File: config.mk
export PLATFORM = sky130hd
export DESIGN_NAME = move_scroll_ctrl
export DESIGN_NICKNAME = d
export VERILOG_FILES = /design/src/rtl/move_scroll_ctrl.sv
export SDC_FILE = /design/constraint.sdc
export NUM_CORES = 1
export LEC_CHECK = 0
export ABC_AREA = 1
export CAP_MARGIN = 20
export CORE_ASPECT_RATIO = 2
export CORE_MARGIN = 2
export CORE_UTILIZATION = 25
export DETAILED_ROUTE_END_ITERATION = 12
export MAX_ROUTING_LAYER = met4
export PLACE_DENSITY = 0.42
export SKIP_CTS_REPAIR_TIMING = 1
export SYNTH_ARGS = -nofsm -noshare
export SYNTH_HDL_FRONTEND = slang
export SYNTH_SLANG_ARGS = --single-unit
File: constraint.sdc
create_clock -name clk -period 1.5 [get_ports clk]
set_input_delay 0.225 -clock clk [delete_from_list [all_inputs] [get_ports clk]]
set_output_delay 0.225 -clock clk [all_outputs]
set_load 0.05 [all_outputs]
File: src/rtl/move_scroll_ctrl.sv
// Move/scroll controller: accepts enabled direction presses and
// paces a one-tile scroll offset on frame ticks.
module move_scroll_ctrl #(
  parameter int TILE_PIX = 32,
  parameter int STEP_PIX = 4,
  parameter int OFS_W    = 8
) (
  input  logic             clk,
  input  logic             rst_n,
  input  logic             btn_up,
  input  logic             btn_down,
  input  logic             btn_left,
  input  logic             btn_right,
  input  logic             up_en,
  input  logic             down_en,
  input  logic             left_en,
  input  logic             right_en,
  input  logic             tick_i,
  output logic [1:0]       dir_o,
  output logic             moving_o,
  output logic [OFS_W-1:0] offset_o,
  output logic             move_done_o,
  output logic             rejected_o,
  output logic [15:0]      move_cnt_o
);

  typedef enum logic [1:0] {
    IDLE,
    MOVE,
    DONE
  } state_t;

  localparam logic [OFS_W:0] TileW = (OFS_W+1)'(TILE_PIX);
  localparam logic [OFS_W:0] StepW = (OFS_W+1)'(STEP_PIX);

  state_t           state;
  state_t           stateNxt;
  logic [3:0]       btnQ;
  logic [1:0]       dirQ;
  logic [1:0]       dirNxt;
  logic             movingQ;
  logic             movingNxt;
  logic [OFS_W-1:0] offsetQ;
  logic [OFS_W-1:0] offsetNxt;
  logic             doneQ;
  logic             doneNxt;
  logic             rejQ;
  logic             rejNxt;
  logic [15:0]      cntQ;
  logic [15:0]      cntNxt;

  logic [3:0]       btnVec;
  logic [3:0]       enVec;
  logic [3:0]       edges;
  logic [3:0]       pickOh;
  logic [1:0]       pickDir;
  logic             pickEn;
  logic [OFS_W:0]   stepSum;
  logic             stepHit;

  assign btnVec = {btn_right, btn_left, btn_down, btn_up};
  assign enVec  = {right_en, left_en, down_en, up_en};
  assign edges  = btnVec & ~btnQ;
  // Isolate lowest set bit: up wins, then down, left, right.
  assign pickOh = edges & (~edges + 4'd1);

  assign stepSum = {1'b0, offsetQ} + StepW;
  assign stepHit = stepSum >= TileW;

  always_comb begin
    pickDir = 2'd0;
    pickEn  = 1'b0;
    unique case (1'b1)
      pickOh[0]: begin
        pickDir = 2'd0;
        pickEn  = enVec[0];
      end
      pickOh[1]: begin
        pickDir = 2'd1;
        pickEn  = enVec[1];
      end
      pickOh[2]: begin
        pickDir = 2'd2;
        pickEn  = enVec[2];
      end
      pickOh[3]: begin
        pickDir = 2'd3;
        pickEn  = enVec[3];
      end
      default: begin
        pickDir = 2'd0;
        pickEn  = 1'b0;
      end
    endcase
  end

  always_comb begin
    stateNxt  = state;
    dirNxt    = dirQ;
    movingNxt = 1'b0;
    offsetNxt = offsetQ;
    doneNxt   = 1'b0;
    rejNxt    = 1'b0;
    cntNxt    = cntQ;
    case (state)
      IDLE: begin
        offsetNxt = '0;
        if (|edges) begin
          if (pickEn) begin
            stateNxt  = MOVE;
            dirNxt    = pickDir;
            movingNxt = 1'b1;
          end else begin
            rejNxt = 1'b1;
          end
        end
      end
      MOVE: begin
        movingNxt = 1'b1;
        if (tick_i) begin
          if (stepHit) begin
            offsetNxt = TileW[OFS_W-1:0];
            stateNxt  = DONE;
            movingNxt = 1'b0;
            doneNxt   = 1'b1;
            cntNxt    = cntQ + 16'd1;
          end else begin
            offsetNxt = stepSum[OFS_W-1:0];
          end
        end
      end
      DONE: begin
        stateNxt  = IDLE;
        offsetNxt = '0;
      end
      default: begin
        stateNxt  = IDLE;
        offsetNxt = '0;
      end
    endcase
  end

  // History resets high so a button held through reset gives no edge.
  always_ff @(posedge clk or negedge rst_n) begin
    if (!rst_n) begin
      state   <= IDLE;
      btnQ    <= 4'hF;
      dirQ    <= 2'd0;
      movingQ <= 1'b0;
      offsetQ <= '0;
      doneQ   <= 1'b0;
      rejQ    <= 1'b0;
      cntQ    <= 16'd0;
    end else begin
      state   <= stateNxt;
      btnQ    <= btnVec;
      dirQ    <= dirNxt;
      movingQ <= movingNxt;
      offsetQ <= offsetNxt;
      doneQ   <= doneNxt;
      rejQ    <= rejNxt;
      cntQ    <= cntNxt;
    end
  end

  assign dir_o       = dirQ;
  assign moving_o    = movingQ;
  assign offset_o    = offsetQ;
  assign move_done_o = doneQ;
  assign rejected_o  = rejQ;
  assign move_cnt_o  = cntQ;

endmodule

## After elaboration in Yosys (flattened, before gate mapping)

Cells that the tools add are included.

| cells by class | value |
|---|---|
| bitwise operators | 4 |
| div/mod/pow operators | 0 |
| muxes and demuxes | 21 |
| magnitude comparators | 1 |
| $add $sub $neg | 3 |
| equal/unequal tests | 5 |
| $mul | 0 |
| reductions and logical operators | 5 |
| shift-type cells | 0 |

Operators by type and width:

| kind | number |
|---|---|
| 8-bit two-way mux | 3 |
| 16-bit by 1-bit adder with 16-bit output, second input constant | 1 |
| 1-bit two-way mux | 10 |
| 8-bit by 3-bit adder with 9-bit output, second input constant | 1 |
| 9-bit by 6-bit greater-or-equal comparator with 1-bit output, second input constant | 1 |
| 4-bit bitwise AND | 2 |
| 2-bit two-way mux | 4 |
| 2-bit inequality test, second input constant | 4 |
| 4-bit inverter | 2 |
| 2-bit one-hot mux with 3 select lines | 1 |
| 3-bit AND reduction | 2 |
| 4-bit by 1-bit adder with 4-bit output, second input constant | 1 |
| 1-bit one-hot mux with 4 select lines | 1 |
| 2-bit one-hot mux with 2 select lines | 1 |
| 4-bit AND reduction | 1 |
| 4-bit OR reduction | 1 |
| 2-bit by 1-bit == test with 1-bit output, second input constant | 1 |
| 2-bit logical NOT | 1 |
| 1-bit one-hot mux with 2 select lines | 1 |

| word-level totals | value |
|---|---|
| word-level logic and storage cells | 47 |
| bits in latches | 0 |
| flip-flop bits (word level) | 35 |
| bits in writable memories | 0 |
| memory bits (read-only) | 0 |
| input bits | 11 |
| output and inout port bits | 29 |
| memories kept | 0 |

## Depth between registers and ports, before layout

| depth | value |
|---|---|
| depth in word-level cells | 9 |
| depth in mapped cells | 10 |
| mapped depth without buffers | 9 |

## Worst setup path before layout

No wires, ideal clock.

| path | value |
|---|---|
| path kind | register -> register |
| start | register offsetQ[2], in the netlist offset_o[2] |
| end | register cntQ[10], in the netlist move_cnt_o[10] |
| required time | 1.382 ns |
| slack | -0.230 ns |
| data arrival time | 1.612 ns |
| library setup time | 0.118 ns |
| stages on the path, launching flop included | 11 |
| buffers on the path | 1 |
| cells stage by stage | dfrtp_1 -> ha_1 -> inv_1 -> nand2_1 -> o21ai_2 -> nand2_2 -> nand2_4 -> inv_4 -> buf_6 -> nand2_1 -> nand2_1 |

| on the way | value |
|---|---|
| cells in the longest elaborated chain, start to end | 3 |

Ends and longest elaborated chain:

| what | line | source |
|---|---|---|
| start, declared | 43 | `logic [OFS_W-1:0] offsetQ;` |
| start signal, assigned | 159 | `offsetQ <= offsetNxt;` |
| 8-bit by 3-bit adder with 9-bit output | 67 | `assign stepSum = {1'b0, offsetQ} + StepW;` |
| 9-bit by 6-bit greater-or-equal comparator with 1-bit output | 68 | `assign stepHit = stepSum >= TileW;` |
| 3-bit AND reduction (no line) | n/a |  |
| end signal, assigned | 162 | `cntQ <= cntNxt;` |
| end, declared | 49 | `logic [15:0] cntQ;` |

No other way between the ends.
A chain may end at the register's enable or synchronous reset.

## Worst setup path after layout

| path | value |
|---|---|
| start | register offsetQ[2], in the netlist offset_o[2] |
| end | register cntQ[13], in the netlist move_cnt_o[13] |

Same word-level chain as after synthesis.

==> metrics.md <==
| Metric | Value |
|---|---|
| Status | finished clean |
| Peak VDD IR | approximately 0.71 mV |
| Fmax | 719.9 MHz |
| Metal-1 WL | between 1.5 and 2 mm |
| Clock root buffer | clkbuf_16 |
| Met2 WL | 2.132 mm |
| Worst Setup Start Kind | register |
| Die Area | about 0.0075 sq mm |
| Placed cells | around 360 |
| GRT Overall Usage | 0.1285 |
| Design area | roughly 0.0027 sq mm |
| Synth Register Bits | 33 |
| Final Skew | around 6 ps |
| WL final | ~4 mm |
| Worst-path fanout max | 16 |
| Final setup viols | 0 |
| Cell row count | 42 |
| Vias per cell | slightly above 4 |
| Worst path arrival time | between 1500 and 2000 ps |
| Buffers added on ports | 37 |
| # nets final | 296 |
| Vias in the first global route | around 1.6k |
| Die Ht | roughly 120 um |
| Worst path required time | 1670 ps |
| Area of the multi-input gates | roughly 760 sq um |
| Largest net degree at the start of global routing | 20 |
| Final RePlAce weighted congestion | approximately 0.8 |
| First-pass GRT wire length | between 7 and 8 mm |
| CTS tree | built |
| Final worst path period need | roughly 1400 ps |
| Routed vias | 1532 |
| Seq/Total Area, Yosys | 0.4897 |
| Fillers | roughly 680 |
| Area Growth Syn to Fin | 60.77% |
| Antenna cell count | 0 |
| Mapped Avg Cell Area | 7.855 sq um |
| Post-route ant nets | 0 |
| Worst reg-to-reg setup slack | between 100 and 150 ps |
| Period utilization | 0.9260 |
| WL met3 | around 150 um |
| Endpoints failing hold | 0 |
| Worst setup EP type | register |
| Area after DPL | between 0.002 and 0.003 sq mm |
| Initial antenna violation count | 0 |
| Yosys warning count | 0 |
| PD cells | 1493 mW/mm^2 |
| Post-Synthesis Cells | between 200 and 250 |
| Placeable Area | about 0.0066 sq mm |
| Max Root-Sink Buffers | 2 |
| Initial core utilization | 0.2583 |
| Leakage | around 1.3 nW |
| Max Slew Vio Count | 0 |
| Post-route DRC | 0 |
| Initial DRC count | 31 |
| Num CTS Buffers | 5 |
| I/O pin total | 40 |
| Fin cells | about 370 |
| Kind of critical path | reg2reg |
| Mapped Area | approximately 0.0017 sq mm |
| DR top layer | met4 |
| Pwr Total | approximately 4.1 mW |
| Share of layout cells above drive strength 1 | 0.2852 |
| Worst hold-check path type | in2async |
| Chip width | roughly 62 um |
| Yosys cell types | 23 |
| Reg area | 838.3 sq um |
| Clk_lat worst skew | about 280 ps |
| DP HPWL | between 3 and 4 mm |
| Drt pass-1 iters | 4 |
| Final core occ | 0.4152 |
| Total gr overflow | 0 |
| Clock slew at reported path FFs | about 60 ps |
| H-tree levels | 2 |
| Clk sinks | 33 |
| Maxcap violations | 0 |
| Routed WL per cell | approximately 11 um |
## area by class of cell
class,count,area share
sequential,33,0.3073
timing repair buffer,63,0.2789
multi-input combinational,157,0.2775
clock buffer,7,0.05229
tap,88,0.04037
inverter,23,0.03257
clock inverter,1,0.01101
## per-layer routing
layer,global-route usage,vias to the layer above
met1,0.1338,690
met4,0.07083,0
li1,-,808
met5,-,-
met3,0.03070,8
met2,0.2221,26
## state kept, by name, indices dropped and copies added (netlist names)
signal       cells
btnQ             4
dir_o            2
move_cnt_o      16
move_done_o      1
moving_o         1
offset_o         6
rejected_o       1
state            2
## final timing paths
kind / startpoint / to / cells past startpoint
min in group clk: btn_left / btnQ[2]$_DFF_PN1_ / 1
setup reg to reg: offset_o[2]$_DFFE_PN0P_ / move_cnt_o[13]$_DFFE_PN0P_ / 9
hold reg to reg: dir_o[0]$_DFFE_PN0P_ / dir_o[0]$_DFFE_PN0P_ / 2
max in group asynchronous: rst_n / offset_o[3]$_DFFE_PN0P_ / 2
setup / recovery: offset_o[2]$_DFFE_PN0P_ / move_cnt_o[13]$_DFFE_PN0P_ / 9
hold / removal: rst_n / move_cnt_o[9]$_DFFE_PN0P_ / 2
## cells in the mapped netlist
cell type,number,area [sq um]
a31oi_1,1,6.260
buf_4,3,22.52
buf_6,1,11.26
conb_1,1,3.750
dfrtp_1,29,725.7
dfstp_2,4,105.1
ha_1,2,25.02
inv_1,22,82.58
inv_4,1,6.260
nand2_1,80,300.3
nand2_2,2,12.51
nand2_4,1,11.26
nand3_1,13,65.06
nand3b_1,3,22.52
nand4_1,5,31.28
nor2_1,22,82.58
nor2_2,2,12.51
nor3_1,2,10.01
nor3_2,1,10.01
o21ai_0,9,45.04
o21ai_2,1,8.760
xnor2_1,9,78.83
xor2_1,2,17.52
## worst max-delay path, cell delays in order (launching register included)
cell	delay, ps
dfrtp_2	400
ha_2	190
inv_1	50
nand2_1	50
o21ai_2	150
nand2_2	80
nand2_4	110
inv_4	100
nand2_1	70
o21ai_0	60
## logic make-up (layout without fill, tap and decap cells)
logic type | count (synthesis) | in the layout | share of synthesized area
other | 1 | 2 | 0.002210
adder cells (fa/ha/maj) | 2 | 2 | 0.01475
AO/OA/AOI/OAI | 11 | 11 | 0.03540
XOR/XNOR | 11 | 11 | 0.05679
AND/OR/NAND/NOR | 131 | 131 | 0.3289
buffers and inverters | 27 | 94 | 0.07227
flip-flops | 33 | 33 | 0.4897
## cell usage in the layout (no fill, tap or decap), types with 5 or more instances in the layout
cell type | Yosys | routed
dfrtp_2 | 0 | 6
buf_12 | 0 | 21
clkbuf_16 | 0 | 5
dfrtp_1 | 29 | 23
inv_1 | 22 | 22
nand4_1 | 5 | 5
o21ai_0 | 9 | 9
nor2_1 | 22 | 21
xnor2_1 | 9 | 9
clkdlybuf4s50_1 | 0 | 10
nand3_1 | 13 | 13
buf_4 | 3 | 32
nand2_1 | 80 | 80
## power by group
group,total (mW),internal (mW),switching (mW)
clock network,1.22,0.830,0.390
registers,1.16,1.05,0.112
logic,1.69,0.745,0.943
## stage by stage
step / setup TNS [ps] / setup slack, ps / hold slack (ps)
global placement: -204.2 / -61.88 / 480.9
finish: 0 / 110.9 / 293.5
detailed placement: -389.4 / -56.90 / 484.5
global route: -3.985 / -3.985 / 302.5
floorplan: -1082 / -108.3 / -70.59
CTS: 0 / 48.90 / 299.9
Note: power is estimated with default switching activity, not from simulation.
